===== config.mk =====
export PLATFORM = sky130hd
export DESIGN_NAME = free_list_flat
export DESIGN_NICKNAME = d
export VERILOG_FILES = /design/src/rtl/free_list_if.sv /design/src/rtl/free_list.sv /design/src/flat_wrapper.sv
export SDC_FILE = /design/constraint.sdc
export NUM_CORES = 1
export LEC_CHECK = 0
export BUFFER_PORTS_ARGS = -buffer_cell sky130_fd_sc_hd__buf_2
export CORE_MARGIN = 3
export CORE_UTILIZATION = 60
export CTS_BUF_LIST = sky130_fd_sc_hd__clkbuf_8 sky130_fd_sc_hd__clkbuf_16
export DETAILED_ROUTE_END_ITERATION = 12
export PLACE_DENSITY_LB_ADDON = 0.2
export SETUP_SLACK_MARGIN = 0.05
export SLEW_MARGIN = 20
export SYNTH_ARGS = -nofsm -noshare
export SYNTH_HDL_FRONTEND = slang
export SYNTH_SLANG_ARGS = --single-unit

===== constraint.sdc =====
create_clock -name clk -period 7.6 [get_ports clk]
set_input_delay 0.38 -clock clk [delete_from_list [all_inputs] [get_ports clk]]
set_output_delay 0.38 -clock clk [all_outputs]
set_load 0.01 [all_outputs]

===== src/rtl/free_list_if.sv =====
// rtl/free_list_if.sv - rename/commit/flush port bundle of the physical register free list
interface free_list_if #(
   parameter int PR_WIDTH = 6,
   parameter int PTR_W    = 6
);
   logic                alloc_req;
   logic [PR_WIDTH-1:0] alloc_pd;
   logic                alloc_valid;
   logic                free_we;
   logic [PR_WIDTH-1:0] free_pd;
   logic                flush;
   logic [PTR_W-1:0]    free_count;

   modport master (
      output alloc_req,
      output free_we,
      output free_pd,
      output flush,
      input  alloc_pd,
      input  alloc_valid,
      input  free_count
   );

   modport slave (
      input  alloc_req,
      input  free_we,
      input  free_pd,
      input  flush,
      output alloc_pd,
      output alloc_valid,
      output free_count
   );
endinterface


===== src/rtl/free_list.sv =====
// rtl/free_list.sv - circular free list of physical register indices with flush recovery
module free_list #(
   parameter int PR_WIDTH  = 6,
   parameter int NUM_PREGS = 64,
   parameter int NUM_AREGS = 32,
   parameter int DEPTH     = NUM_PREGS - NUM_AREGS,
   parameter int PTR_W     = $clog2(DEPTH) + 1
) (
   input  logic       clk,
   input  logic       rst,
   free_list_if.slave fl
);
   localparam int IDX_W = PTR_W - 1;

   logic [PR_WIDTH-1:0] queue_q [DEPTH];
   logic [PTR_W-1:0]    head_q, head_d;
   logic [PTR_W-1:0]    tail_q, tail_d;
   logic [PTR_W-1:0]    rhead_q, rhead_d;
   logic [PTR_W-1:0]    count;
   logic                alloc_valid;
   logic                do_alloc;
   logic                do_free;

   assign count          = tail_q - head_q;
   assign alloc_valid    = (count != '0);
   assign fl.alloc_valid = alloc_valid;
   assign fl.free_count  = count;
   assign fl.alloc_pd    = queue_q[head_q[IDX_W-1:0]];

   // A flush rewinds head to the retirement point, including this cycle's commit.
   always_comb begin
      do_alloc = fl.alloc_req && alloc_valid && !fl.flush;
      do_free  = fl.free_we && (count != PTR_W'(DEPTH));
      head_d   = head_q;
      tail_d   = tail_q;
      rhead_d  = rhead_q;
      if (do_free) begin
         tail_d  = tail_q + PTR_W'(1);
         rhead_d = rhead_q + PTR_W'(1);
      end
      if (fl.flush) begin
         head_d = rhead_d;
      end else if (do_alloc) begin
         head_d = head_q + PTR_W'(1);
      end
   end

   always_ff @(posedge clk) begin
      if (rst) begin
         head_q  <= '0;
         rhead_q <= '0;
         tail_q  <= PTR_W'(DEPTH);
         for (int i = 0; i < DEPTH; i++) begin
            queue_q[i] <= PR_WIDTH'(NUM_AREGS + i);
         end
      end else begin
         head_q  <= head_d;
         tail_q  <= tail_d;
         rhead_q <= rhead_d;
         if (do_free) begin
            queue_q[tail_q[IDX_W-1:0]] <= fl.free_pd;
         end
      end
   end

   always_ff @(posedge clk) begin
      if (!rst) begin
         assert (!(fl.alloc_req && !alloc_valid && !fl.flush))
            else $warning("alloc_req while free list empty, request ignored");
         assert (!(fl.free_we && (count == PTR_W'(DEPTH))))
            else $warning("free_we while free list full, enqueue ignored");
         assert ((tail_q - rhead_q) == PTR_W'(DEPTH))
            else $error("tail and rhead no longer DEPTH apart");
      end
   end
endmodule


===== src/flat_wrapper.sv =====
// flat-port wrapper written by rule: the top's interface ports become plain ports
module free_list_flat 
#(
   parameter int PR_WIDTH  = 6,
   parameter int NUM_PREGS = 64,
   parameter int NUM_AREGS = 32,
   parameter int DEPTH     = NUM_PREGS - NUM_AREGS,
   parameter int PTR_W     = $clog2(DEPTH) + 1
)
  (clk, rst, fl_alloc_req, fl_free_we, fl_free_pd, fl_flush, fl_alloc_pd, fl_alloc_valid, fl_free_count);
  free_list_if #(.PR_WIDTH(PR_WIDTH), .PTR_W(PTR_W)) fl_i ();
  input  logic clk;
  input  logic rst;
  input wire logic [$bits(fl_i.alloc_req)-1:0] fl_alloc_req;
  input wire logic [$bits(fl_i.free_we)-1:0] fl_free_we;
  input wire logic [$bits(fl_i.free_pd)-1:0] fl_free_pd;
  input wire logic [$bits(fl_i.flush)-1:0] fl_flush;
  output wire logic [$bits(fl_i.alloc_pd)-1:0] fl_alloc_pd;
  output wire logic [$bits(fl_i.alloc_valid)-1:0] fl_alloc_valid;
  output wire logic [$bits(fl_i.free_count)-1:0] fl_free_count;
  assign fl_i.alloc_req = fl_alloc_req;
  assign fl_i.free_we = fl_free_we;
  assign fl_i.free_pd = fl_free_pd;
  assign fl_i.flush = fl_flush;
  assign fl_alloc_pd = fl_i.alloc_pd;
  assign fl_alloc_valid = fl_i.alloc_valid;
  assign fl_free_count = fl_i.free_count;
  free_list #(.PR_WIDTH(PR_WIDTH), .NUM_PREGS(NUM_PREGS), .NUM_AREGS(NUM_AREGS), .DEPTH(DEPTH), .PTR_W(PTR_W)) u_core (.clk(clk), .rst(rst), .fl(fl_i));
endmodule

==> results by group, run 1 <==
CTS
  • Cts-stage hold buffer count: 0
  • Cts repair resizes: 0
  • Worst-path clk slew: 0.06 ns
  • Post-CTS Setup Inserts: 0
  • H-Tree Level Count: 1
  • CTS tree: yes
  • Clock latency at the later pin of the worst-skew pair: roughly 0.50 ns
  • Clock sink count: around 220
  • Root buffer cell: clkbuf_16
  • CTS Buffer Depth: 3
  • Clock buffer count from CTS: 23

Timing
  • Fin crit share: 0.5089
  • Hold slack: 0.2159 ns
  • Slew Limit Headroom: 0.3548
  • Clk_skew: between 0.01 and 0.015 ns
  • Fmax: about 260 MHz
  • RSZ-0062 raised after global routing: false
  • TNS Setup: 0 ns
  • Slew @ Worst Pin: 0.9678 ns
  • Worst Setup Slack, final: approximately 3.7 ns
  • Final hold violations: 0
  • Endpoints failing setup: 0
  • Tmin final: roughly 3.9 ns
  • Final slew viol count: 0

Synth
  • Post-synth EDFFs: roughly 190
  • Top cells by area, synth: edfxtp_1 (56%), mux4_2 (13%), or3_1 (5.6%)
  • Dominant synthesized flop cell: edfxtp_1
  • Syn Std Cell Area: approximately 10,000 µm²
  • Fraction of registers with async set/reset: 0
  • Syn nets: approximately 760
  • Largest area contributor in the netlist: edfxtp_1
  • Synth top area share: 0.5572
  • Synth Register Bits: around 220
  • Syn Inst Count: ~740
  • Yosys warnings: 0
  • Most frequent cell after synthesis: edfxtp_1
  • Seq/Total Area, Yosys: 0.6017
  • Synth cell count leaders: edfxtp_1 (192), or3_1 (92), and2_1 (65)
  • Post-synthesis area per instance: around 14 µm²
  • Netlist cell types: slightly above 50

Floorplanning
  • Num rows: between 40 and 50
  • Die width: approximately 140 µm
  • Core area: 16,760 µm²
  • Effective utilization at floorplan: 0.6174
  • Die height: between 100 and 150 µm
  • # IOs: 24
  • Die area: ~19,000 µm²

Placed design
  • GPL Wtd Cong: just under 0.9
  • Place WS: 3.839 ns
  • Buffers on Ports: 23
  • Detailed placement HPWL: 14.26 mm

Worst hold path
  • Hold EP: u_core.tail_q[1]$_SDFFE_PP0P_
  • Hold_sp: fl_free_we
  • Hold Path Stages: 3
  • Hold Crit Class: input port to flip-flop

Worst setup path
  • RR Endpoint: u_core.queue_q[18][5]$_SDFFCE_PN1P_
  • Crit path max fanout: 36
  • Worst R2R Path Depth: 10
  • Critical Path Start Type: flip-flop
  • Flop-to-flop setup slack: 3.73 ns
  • CP required: about 7.8 ns
  • Kind of critical path: flip-flop to flip-flop
  • R2R Path Start: u_core.tail_q[0]$_SDFFE_PP0P_
  • Critical Path Sink Type: flip-flop
  • CP arrival: 4.05 ns

Routing
  • DR vias/cell: about 6.3
  • ANT nets after route: 0
  • DR iter-0 viols: between 600 and 700
  • DRT Pass-1 Iters: 6
  • Wire per inst: 23.62 µm
  • Routed vias: 6,067
  • Final WL: 22.58 mm
  • DRC Markers: 0

Pwr
  • Power per cell area: between 200 and 250 nW/µm²
  • Leakage: ~3.3 nW
  • Peak VDD IR: approximately 180 µV

Global routing
  • Gr ovfl total: 0
  • First-pass GRT wire length: approximately 34 mm
  • Number of global-route vias before repair: 6,004
  • All-Layer GR Usage: 0.2485
  • Largest net degree at the start of global routing: 52
  • Antenna violations before repair: 0

Layout
  • Nets: 745
  • Core Util, Final: 0.6681
  • Antenna cell count: 0
  • Share of cells above drive strength 1: 0.2133
  • Synth-to-Final Area Change: 8.211%

Status
  • Outcome: completed

Job
  • Max-Cap Viols: 0
per-stage QoR:
step / instance area, µm² / power (mW) / std cells
2_1_floorplan: 10350 / 1.607 / 739
3_3_place_gp: 10480 / 1.695 / 917
3_5_place_dp: 10480 / 1.704 / 917
4_1_cts: 11190 / 2.755 / 956
5_1_grt: 11200 / 2.823 / 956
6_report: 11200 / 2.742 / 956
cells by family (layout without fill, tap and decap cells):
family / Yosys count / count (layout) / share of synthesized area
flip-flops: 215 / 215 / 0.6017
multiplexers: 68 / 68 / 0.1391
buffers and inverters: 76 / 73 / 0.02987
adder cells (fa/ha/maj): 12 / 12 / 0.01524
XOR/XNOR: 15 / 15 / 0.01342
AO/OA/AOI/OAI: 23 / 23 / 0.01983
AND/OR/NAND/NOR: 330 / 330 / 0.1809
registers in the layout, indices dropped and copies added, names as in the netlist, named ones only:
register,cells
u_core.queue_q,192
u_core.rhead_q,6
u_core.head_q,6
u_core.tail_q,6
how the worst max path moves through the flow:
stage               depth (start not counted)                          start                             endpoint
floorplan                                  12  u_core.tail_q[0]$_SDFFE_PP0P_   u_core.queue_q[6][0]$_SDFFCE_PN0P_
global placement                           10  u_core.tail_q[0]$_SDFFE_PP0P_  u_core.queue_q[17][2]$_SDFFCE_PN0P_
detailed placement                         10  u_core.tail_q[0]$_SDFFE_PP0P_  u_core.queue_q[18][3]$_SDFFCE_PN0P_
CTS                                        10  u_core.tail_q[0]$_SDFFE_PP0P_  u_core.queue_q[18][0]$_SDFFCE_PN0P_
global route                               10  u_core.tail_q[0]$_SDFFE_PP0P_  u_core.queue_q[18][5]$_SDFFCE_PN1P_
finish                                     10  u_core.tail_q[0]$_SDFFE_PP0P_  u_core.queue_q[18][5]$_SDFFCE_PN1P_
cells in the final DEF (no fill, tap or decap), types with 3 or more instances in the layout:
master	instances
edfxtp_1	192
or3_1	92
and2_1	65
mux4_2	60
nor2_1	48
nand2_1	30
or2_1	25
nor3_1	23
clkbuf_16	23
buf_2	23
dfxtp_1	21
or2_2	14
inv_1	13
ha_1	11
xor2_1	9
nand3_1	9
mux2_2	6
xnor2_1	5
a211oi_2	5
clkinv_1	5
nand2b_1	4
o21a_1	4
nand3_2	4
a21oi_1	3
clkinv_2	3
worst max-delay path, cell delays in order (launching register included):
cell and delay (ns):
dfxtp_1 0.37, inv_1 0.11, ha_1 0.27, fa_1 0.40, nand2b_1 0.16, a21oi_1 0.15
xor2_1 0.36, a211o_2 0.34, nand3_2 0.62, nor2_1 0.45, or2_1 0.30
layer usage:
metal  wire [µm]  part of all wire  global-route usage  vias to the layer above
met3        2001             0.089             0.03981                       55
met2       10870              0.48              0.4005                      300
met5           0                 0                   0                        -
li1            -                 -                   -                     2712
met4         707             0.031             0.07982                        0
met1        8993              0.40              0.3525                     3000
power breakdown:
part	internal, mW	total [mW]	switching (mW)
Combinational	0.146	0.307	0.161
Clock	0.632	1.06	0.430
Sequential	1.31	1.37	0.0594
Total	2.09	2.74	0.651
area by class of cell:
type / instances / area (µm²)
fillers: 1162 / 5563
clock buffers: 25 / 603.1
multi-input cells: 448 / 3812
flip-flops and latches: 215 / 6233
clock inverters: 14 / 108.9
well taps: 220 / 275.3
repair buffers: 25 / 130.1
inverters: 9 / 33.78
No activity file was read; power rests on OpenSTA's default activity.
==> inputs of run 2 (changes only) <==
--- a/config.mk
+++ b/config.mk
@@ -7,7 +7,7 @@
 export LEC_CHECK = 0
 export BUFFER_PORTS_ARGS = -buffer_cell sky130_fd_sc_hd__buf_2
 export CORE_MARGIN = 3
-export CORE_UTILIZATION = 60
+export CORE_UTILIZATION = 57
 export CTS_BUF_LIST = sky130_fd_sc_hd__clkbuf_8 sky130_fd_sc_hd__clkbuf_16
 export DETAILED_ROUTE_END_ITERATION = 12
 export PLACE_DENSITY_LB_ADDON = 0.2
==> constraint.sdc (replaced) <==
create_clock -name clk -period 3.1 [get_ports clk]
set_input_delay 0.155 -clock clk [delete_from_list [all_inputs] [get_ports clk]]
set_output_delay 0.155 -clock clk [all_outputs]
set_load 0.01 [all_outputs]
==> run 2 against run 1 <==
Sequential share of layout area shrank 2.0 points. Combinational power grew to 3.1 times the previous value. Largest power group unchanged. Global-route usage shrank 1.3 points. Clock power grew to 2.6 times the previous value. Critical path depth shrank 1. Worst setup slack lost 3.7 ns. Critical path type is now flip-flop to output port. Utilization shrank 0.54 points. Highest routed layer unchanged.
==> results by group, run 2 (synthesis results as in run 1) <==
Placed design
  • Detailed placement HPWL: 14.81 mm (+3.9%)
  • Placed cells: 941 (+2.6%)
  • Buffers on Ports: 23 (unchanged)
  • GPL Wtd Cong: 0.8711 (-2.0%)
  • DP Area: 10,730 µm² (+2.4%)

Floorplanning
  • Die area: 19,810 µm² (+5.0%)
  • Effective utilization at floorplan: 0.5900 (-0.02735)
  • Die width: 140.7 µm (+2.5%)
  • Core area: 17,540 µm² (+4.6%)
  • # IOs: 24 (unchanged)
  • Num rows: 48 (+2.1%)
  • Die height: 140.7 µm (+2.5%)

Status
  • Outcome: completed

Timing
  • Endpoints failing setup: 0 (unchanged)
  • Slew Limit Headroom: 0.4571 (+0.1023)
  • Fin crit share: 0.9766
  • Final hold violations: 0 (unchanged)
  • RSZ-0062 raised after global routing: true
  • Fmax: 330.3 MHz
  • Tmin final: slightly above 3 ns
  • Slew @ Worst Pin: 0.8132 ns (-0.1546 ns)
  • Clk_skew: 0.01295 ns (+0.002381 ns)
  • Final slew viol count: 0 (unchanged)

Worst setup path
  • CP arrival: 2.87 ns (-1.18 ns)
  • Kind of critical path: flip-flop to output port
  • Crit path max fanout: 4 (-89%)
  • Worst path max stage delay: 0.57 ns (-0.05 ns)
  • Critical Path Start Type: flip-flop
  • CP required: 2.94 ns (-4.84 ns)
  • Critical-path cell with the highest stage delay: or4_4
  • Crit path cell chain: inv_1, ha_1, fa_1, nand2b_1, a21oi_2, xor2_2, buf_4, or4_4, buf_2
  • Critical Path Sink Type: output port
  • CP top delay family: simple AND/OR/NAND/NOR gates
  • Worst Path Buf+Inv: 3 (+2)

Layout
  • Share of cells above drive strength 1: 0.2632 (+0.04991)
  • Final instance area: 11,620 µm² (+3.8%)
  • Post-route insts no fill: 981 (+2.6%)
  • Synth-to-Final Area Change: 12.31%
  • Antenna cell count: 0 (unchanged)
  • FF+latch area: 6233 µm² (unchanged)
  • Most frequent cells in the layout: edfxtp_1 (192), or3_1 (92), and2_1 (65)
  • Number of flip-flops in the largest register: 192 (unchanged)
  • Most common cell after layout, fill and taps aside: edfxtp_1
  • Nets: 766 (+2.8%)
  • Most flop-heavy register: u_core.queue_q
  • Core Util, Final: 0.6627 (-0.005414)
  • Area occupied by multi-input gates: 3926 µm² (+3.0%)
  • FILL cells: 1,242 (+6.9%)

CTS
  • Worst-path clk slew: 0.06 ns (about the same)
  • CTS Buffer Depth: 3 (unchanged)
  • Clock sink count: 215 (unchanged)
  • Clock buffer count from CTS: 23 (unchanged)
  • CTS tree: yes
  • Clock latency at the later pin of the worst-skew pair: 0.50 ns (about the same)
  • H-Tree Level Count: 1 (unchanged)
  • Root buffer cell: clkbuf_16
  • Cts-stage hold buffer count: 0 (unchanged)

Global routing
  • Largest net degree at the start of global routing: 52 (unchanged)
  • All-Layer GR Usage: 0.2356 (-0.01286)
  • First-pass GRT wire length: 35.84 mm (+4.0%)
  • Number of global-route vias before repair: 6,205 (+3.3%)
  • Antenna violations before repair: 0 (unchanged)
  • Gr ovfl total: 0 (unchanged)

Worst hold path
  • Hold Crit Class: input port to flip-flop

Routing
  • DR vias/cell: 6.320 (-0.41%)
  • Wire per inst: 23.90 µm (+1.2%)
  • DRT Pass-1 Iters: 5 (-1)
  • Final WL: 23.45 mm (+3.9%)
  • ANT nets after route: 0 (unchanged)
  • DRC Markers: 0 (unchanged)
  • Routed vias: 6,200 (+2.2%)
  • DR iter-0 viols: 631 (+0.32%)

Pwr
  • Leakage: 3.497 nW (+6.3%)
  • Peak VDD IR: 511.6 µV (+190%)
  • Power per cell area: 604.6 nW/µm² (+150%)

Job
  • Max-Cap Viols: 0 (unchanged)
## run 2: cell count changes in the layout (fill, tap and decap cells not counted), moves of 2 or more
cell / change
or2_1: -16
or2_2: -12
inv_1: +3
buf_12: +6
or2_4: +28
bufinv_16: +3
clkbuf_8: -2
buf_4: +14
clkinv_1: -4
## run 2: what timing repair did
action,in CTS,in global routing
gates cloned,0,1
pin swaps,0,2
endpoints found under the setup margin,48,236
setup buffers,1,0
resized for setup,1,26
## run 2: worst paths after layout
check             cells after the start  slack, ns                                  to                          start
hold reg to reg                       2       0.52        u_core.rhead_q[5]$_SDFF_PP0_   u_core.rhead_q[5]$_SDFF_PP0_
setup reg to reg                     11       0.19  u_core.queue_q[2][0]$_SDFFCE_PN0P_  u_core.tail_q[0]$_SDFFE_PP0P_
setup / recovery                      9       0.07                      fl_alloc_valid  u_core.tail_q[0]$_SDFFE_PP0P_
hold / removal                        3       0.02       u_core.tail_q[1]$_SDFFE_PP0P_                     fl_free_we
## run 2: layout make-up
type,instances,area share
clock buffers,23,0.04953
clock inverters,15,0.01637
inverters,9,0.002907
multi-input cells,448,0.3379
flip-flops and latches,215,0.5364
well taps,225,0.02422
repair buffers,46,0.03273
## run 2: routing by layer
metal / vias to the layer above / global-route usage / share of wire
li1: 2770 / - / -
met1: 3128 / 0.3334 / 0.41
met2: 262 / 0.3924 / 0.50
met3: 40 / 0.03562 / 0.072
met4: 0 / 0.05609 / 0.020
met5: - / 0 / 0
## run 2: worst reg2reg max path: stages, from the launching register on
cell	delay (ns)
dfxtp_1	0.33
inv_1	0.05
ha_1	0.21
fa_1	0.51
inv_1	0.07
nor4_2	0.24
mux2i_1	0.15
a211o_4	0.34
nand3_2	0.11
buf_12	0.19
nor2_1	0.11
or2_1	0.33
## run 2: through the flow
stage	setup WS (ns)	TNS, ns	total power [mW]	hold WS [ns]
after floorplan	0.06853	0	3.948	0.3343
after global placement	0.1345	0	4.223	0.5127
after detailed placement	0.02822	0	4.245	0.5146
after CTS	0.05708	0	7.013	0.003178
after global routing	-0.02442	-0.02442	7.262	0.04602
final	0.07249	0	7.027	0.01535
## run 2: where the power goes
part	total [mW]	internal, mW	switching (mW)
sequential	3.28	3.22	0.0573
clock	2.80	1.75	1.05
combinational	0.953	0.437	0.516
==> inputs of run 3 (changes only) <==
--- a/config.mk
+++ b/config.mk
@@ -6,8 +6,10 @@
 export NUM_CORES = 1
 export LEC_CHECK = 0
 export BUFFER_PORTS_ARGS = -buffer_cell sky130_fd_sc_hd__buf_2
-export CORE_MARGIN = 3
-export CORE_UTILIZATION = 57
+export CELL_PAD_IN_SITES_DETAIL_PLACEMENT = 1
+export CELL_PAD_IN_SITES_GLOBAL_PLACEMENT = 1
+export CORE_MARGIN = 8
+export CORE_UTILIZATION = 48
 export CTS_BUF_LIST = sky130_fd_sc_hd__clkbuf_8 sky130_fd_sc_hd__clkbuf_16
 export DETAILED_ROUTE_END_ITERATION = 12
 export PLACE_DENSITY_LB_ADDON = 0.2
==> run 3 against run 2 <==
Count of clock-buffer cells in the layout up 2. Sequential share of layout area decreased by 1.6 points. Flip-flop and latch count unchanged. Critical path depth increased by 2. Hold slack gained 0.014 ns. Critical path type is now flip-flop to flip-flop. Critical endpoint is now u_core.queue_q[6][1]$_SDFFCE_PN1P_. Largest cell class unchanged.
==> results by group, run 3 (synthesis results as in run 1) <==
Status
  • Outcome: completed

Placed design
  • Detailed placement HPWL: 17.10 mm (+16%)
  • Place WS: -0.02689 ns (-0.05511 ns)
  • Buffers on Ports: 23 (unchanged)
  • GPL Wtd Cong: 0.7975 (-8.4%)

Worst setup path
  • CP top delay family: simple AND/OR/NAND/NOR gates
  • Critical Path Start Type: flip-flop
  • Worst path max stage delay: 0.41 ns (-0.16 ns)
  • Setup crit start: u_core.tail_q[0]$_SDFFE_PP0P_
  • Crit path cell chain: inv_2, ha_4, fa_2, xnor2_2, nor2_1, mux2i_1, a211o_2, nand3_4, buf_12, buf_4, or3_1
  • Worst R2R Path Depth: 11 (unchanged)
  • R2R Path Start: u_core.tail_q[0]$_SDFFE_PP0P_
  • Critical-path cell with the highest stage delay: fa_2
  • Kind of critical path: flip-flop to flip-flop
  • Critical path endpoint: u_core.queue_q[6][1]$_SDFFCE_PN1P_
  • RR Endpoint: u_core.queue_q[6][1]$_SDFFCE_PN1P_
  • Crit path max fanout: 8 (+4)
  • Levels on crit path: 11 (+2)
  • Flop-to-flop setup slack: 0.09 ns (-0.10 ns)
  • CP arrival: 3.26 ns (+0.39 ns)
  • CP required: 3.35 ns (+0.41 ns)
  • Worst Path Buf+Inv: 3 (unchanged)
  • Critical Path Sink Type: flip-flop

Floorplanning
  • Die width: 162.8 µm (+16%)
  • Die height: 162.8 µm (+16%)
  • Effective utilization at floorplan: 0.4907 (-0.09936)
  • Die area: 26,510 µm² (+34%)
  • Core area: 21,090 µm² (+20%)
  • # IOs: 24 (unchanged)
  • Num rows: 53 (+10%)

Layout
  • Share of cells above drive strength 1: 0.3047 (+0.04151)
  • FILL cells: 2,002 (+61%)
  • Number of flip-flops in the largest register: 192 (unchanged)
  • Synth-to-Final Area Change: 15.82%
  • Most flop-heavy register: u_core.queue_q
  • Antenna cell count: 0 (unchanged)
  • Most common cell after layout, fill and taps aside: edfxtp_1
  • Most frequent cells in the layout: edfxtp_1 (192), or3_1 (92), and2_1 (65)
  • Nets: 787 (+2.7%)

CTS
  • Clock sink count: 215 (unchanged)
  • Clock buffer count from CTS: 24 (+4.3%)
  • Clock latency at the later pin of the worst-skew pair: 0.51 ns (about the same)
  • CTS tree: yes
  • CTS Buffer Depth: 3 (unchanged)
  • Root buffer cell: clkbuf_16
  • H-Tree Level Count: 1 (unchanged)
  • Worst-path clk slew: 0.06 ns (about the same)

Timing
  • Clk_skew: 0.007753 ns (-0.005195 ns)
  • Fmax: 332.1 MHz (+0.53%)
  • Worst Setup Slack, final: 0.08859 ns (+0.01609 ns)
  • Final slew viol count: 0 (unchanged)
  • Fin crit share: 0.9714 (-0.005192)
  • TNS Setup: 0 ns (unchanged)
  • Final hold violations: 0 (unchanged)
  • RSZ-0062 raised after global routing: true
  • Endpoints failing setup: 0 (unchanged)
  • Tmin final: 3.011 ns (-0.01609 ns)
  • Slew @ Worst Pin: 0.9168 ns (+0.1035 ns)
  • Slew Limit Headroom: 0.3876 (-0.06954)

Global routing
  • All-Layer GR Usage: 0.1943 (-0.04137)
  • Number of global-route vias before repair: 6,543 (+5.4%)
  • First-pass GRT wire length: 39.34 mm (+9.8%)
  • Gr ovfl total: 0 (unchanged)
  • Largest net degree at the start of global routing: 52 (unchanged)
  • Antenna violations before repair: 0 (unchanged)

Routing
  • Routed vias: 6,217 (+0.27%)
  • DRT Pass-1 Iters: 5 (unchanged)
  • DR vias/cell: 5.887 (-6.8%)
  • DRC Markers: 0 (unchanged)
  • DR iter-0 viols: 497 (-21%)
  • ANT nets after route: 0 (unchanged)
  • Wire per inst: 24.98 µm (+4.5%)
  • Final WL: 26.37 mm (+12%)

Pwr
  • Peak VDD IR: 294.2 µV (-42%)
  • Leakage: 3.629 nW (+3.8%)
  • Seq pwr share: 0.461 (-0.005)
  • Power share of the combinational group: 0.153 (+0.017)
  • Switch share: 0.2458 (+0.01479)
  • NetSw: 1.741 mW (+7.3%)
  • Final Power: 7.086 mW (+0.84%)
  • Clk pwr share: 0.386 (-0.012)
  • Power per cell area: 591.3 nW/µm² (-2.2%)
  • Internal: 5.344 mW (-1.1%)

Worst hold path
  • Hold Crit Class: input port to flip-flop

Job
  • Max-Cap Viols: 0 (unchanged)
[run 3: per-stage QoR]
step                      utilization  hold slack, ns  cells  instance area (µm²)
after floorplan                     -          0.3343    739                10380
after global placement         0.5164          0.5061   1000                10890
after detailed placement       0.5164          0.5148   1000                10890
after CTS                      0.5544         0.02309   1045                11690
after global routing           0.5683         0.06067   1056                11980
final                          0.5683         0.02912   1056                11980
[run 3: worst min path at each step]
| stage | cells past startpoint | slack, ns | end | start |
|---|---|---|---|---|
| after floorplan | 1 | 0.33 | u_core.queue_q[26][1]$_SDFFCE_PN1P_ | fl_free_pd[1] |
| after global placement | 2 | 0.51 | u_core.rhead_q[5]$_SDFF_PP0_ | u_core.rhead_q[5]$_SDFF_PP0_ |
| after detailed placement | 2 | 0.51 | u_core.rhead_q[5]$_SDFF_PP0_ | u_core.rhead_q[5]$_SDFF_PP0_ |
| after CTS | 2 | 0.02 | u_core.head_q[5]$_SDFFE_PP0N_ | fl_flush |
| after global routing | 2 | 0.06 | u_core.head_q[5]$_SDFFE_PP0N_ | fl_flush |
| final | 2 | 0.03 | u_core.head_q[5]$_SDFFE_PP0N_ | fl_flush |
[run 3: power groups by stage]
stage | logic [mW] | clock network [mW] | registers (mW)
2_1_floorplan | 0.647 | 0 | 3.30
3_3_place_gp | 0.934 | 0 | 3.34
3_5_place_dp | 0.957 | 0 | 3.34
4_1_cts | 0.996 | 2.78 | 3.27
5_1_grt | 1.16 | 2.87 | 3.27
6_report | 1.08 | 2.73 | 3.27
[run 3: layout make-up]
cell class	instances	area [µm²]	share of cell area
clock buffers	25	625.6	0.05220
clock inverters	18	135.1	0.01128
inverters	9	33.78	0.002819
multi-input cells	448	3988	0.3327
flip-flops and latches	215	6233	0.5202
well taps	275	344.1	0.02871
repair buffers	66	624.3	0.05210
[run 3: per-layer routing]
| layer | up-vias | track usage | wire (µm) |
|---|---|---|---|
| li1 | 2806 | - | - |
| met1 | 3210 | 0.2595 | 11170 |
| met2 | 174 | 0.3350 | 13550 |
| met3 | 27 | 0.02452 | 1306 |
| met4 | 0 | 0.04128 | 353 |
| met5 | - | 0 | 0 |
[run 3: what timing repair did]
action / CTS / global route
endpoints found under the hold margin: 1 / 0
endpoints found under the setup margin: 146 / 220
buffers inserted: 1 / 8
pin swaps: 1 / 5
resized for setup: 4 / 41
cloned: 0 / 3
hold buffers: 1 / 0
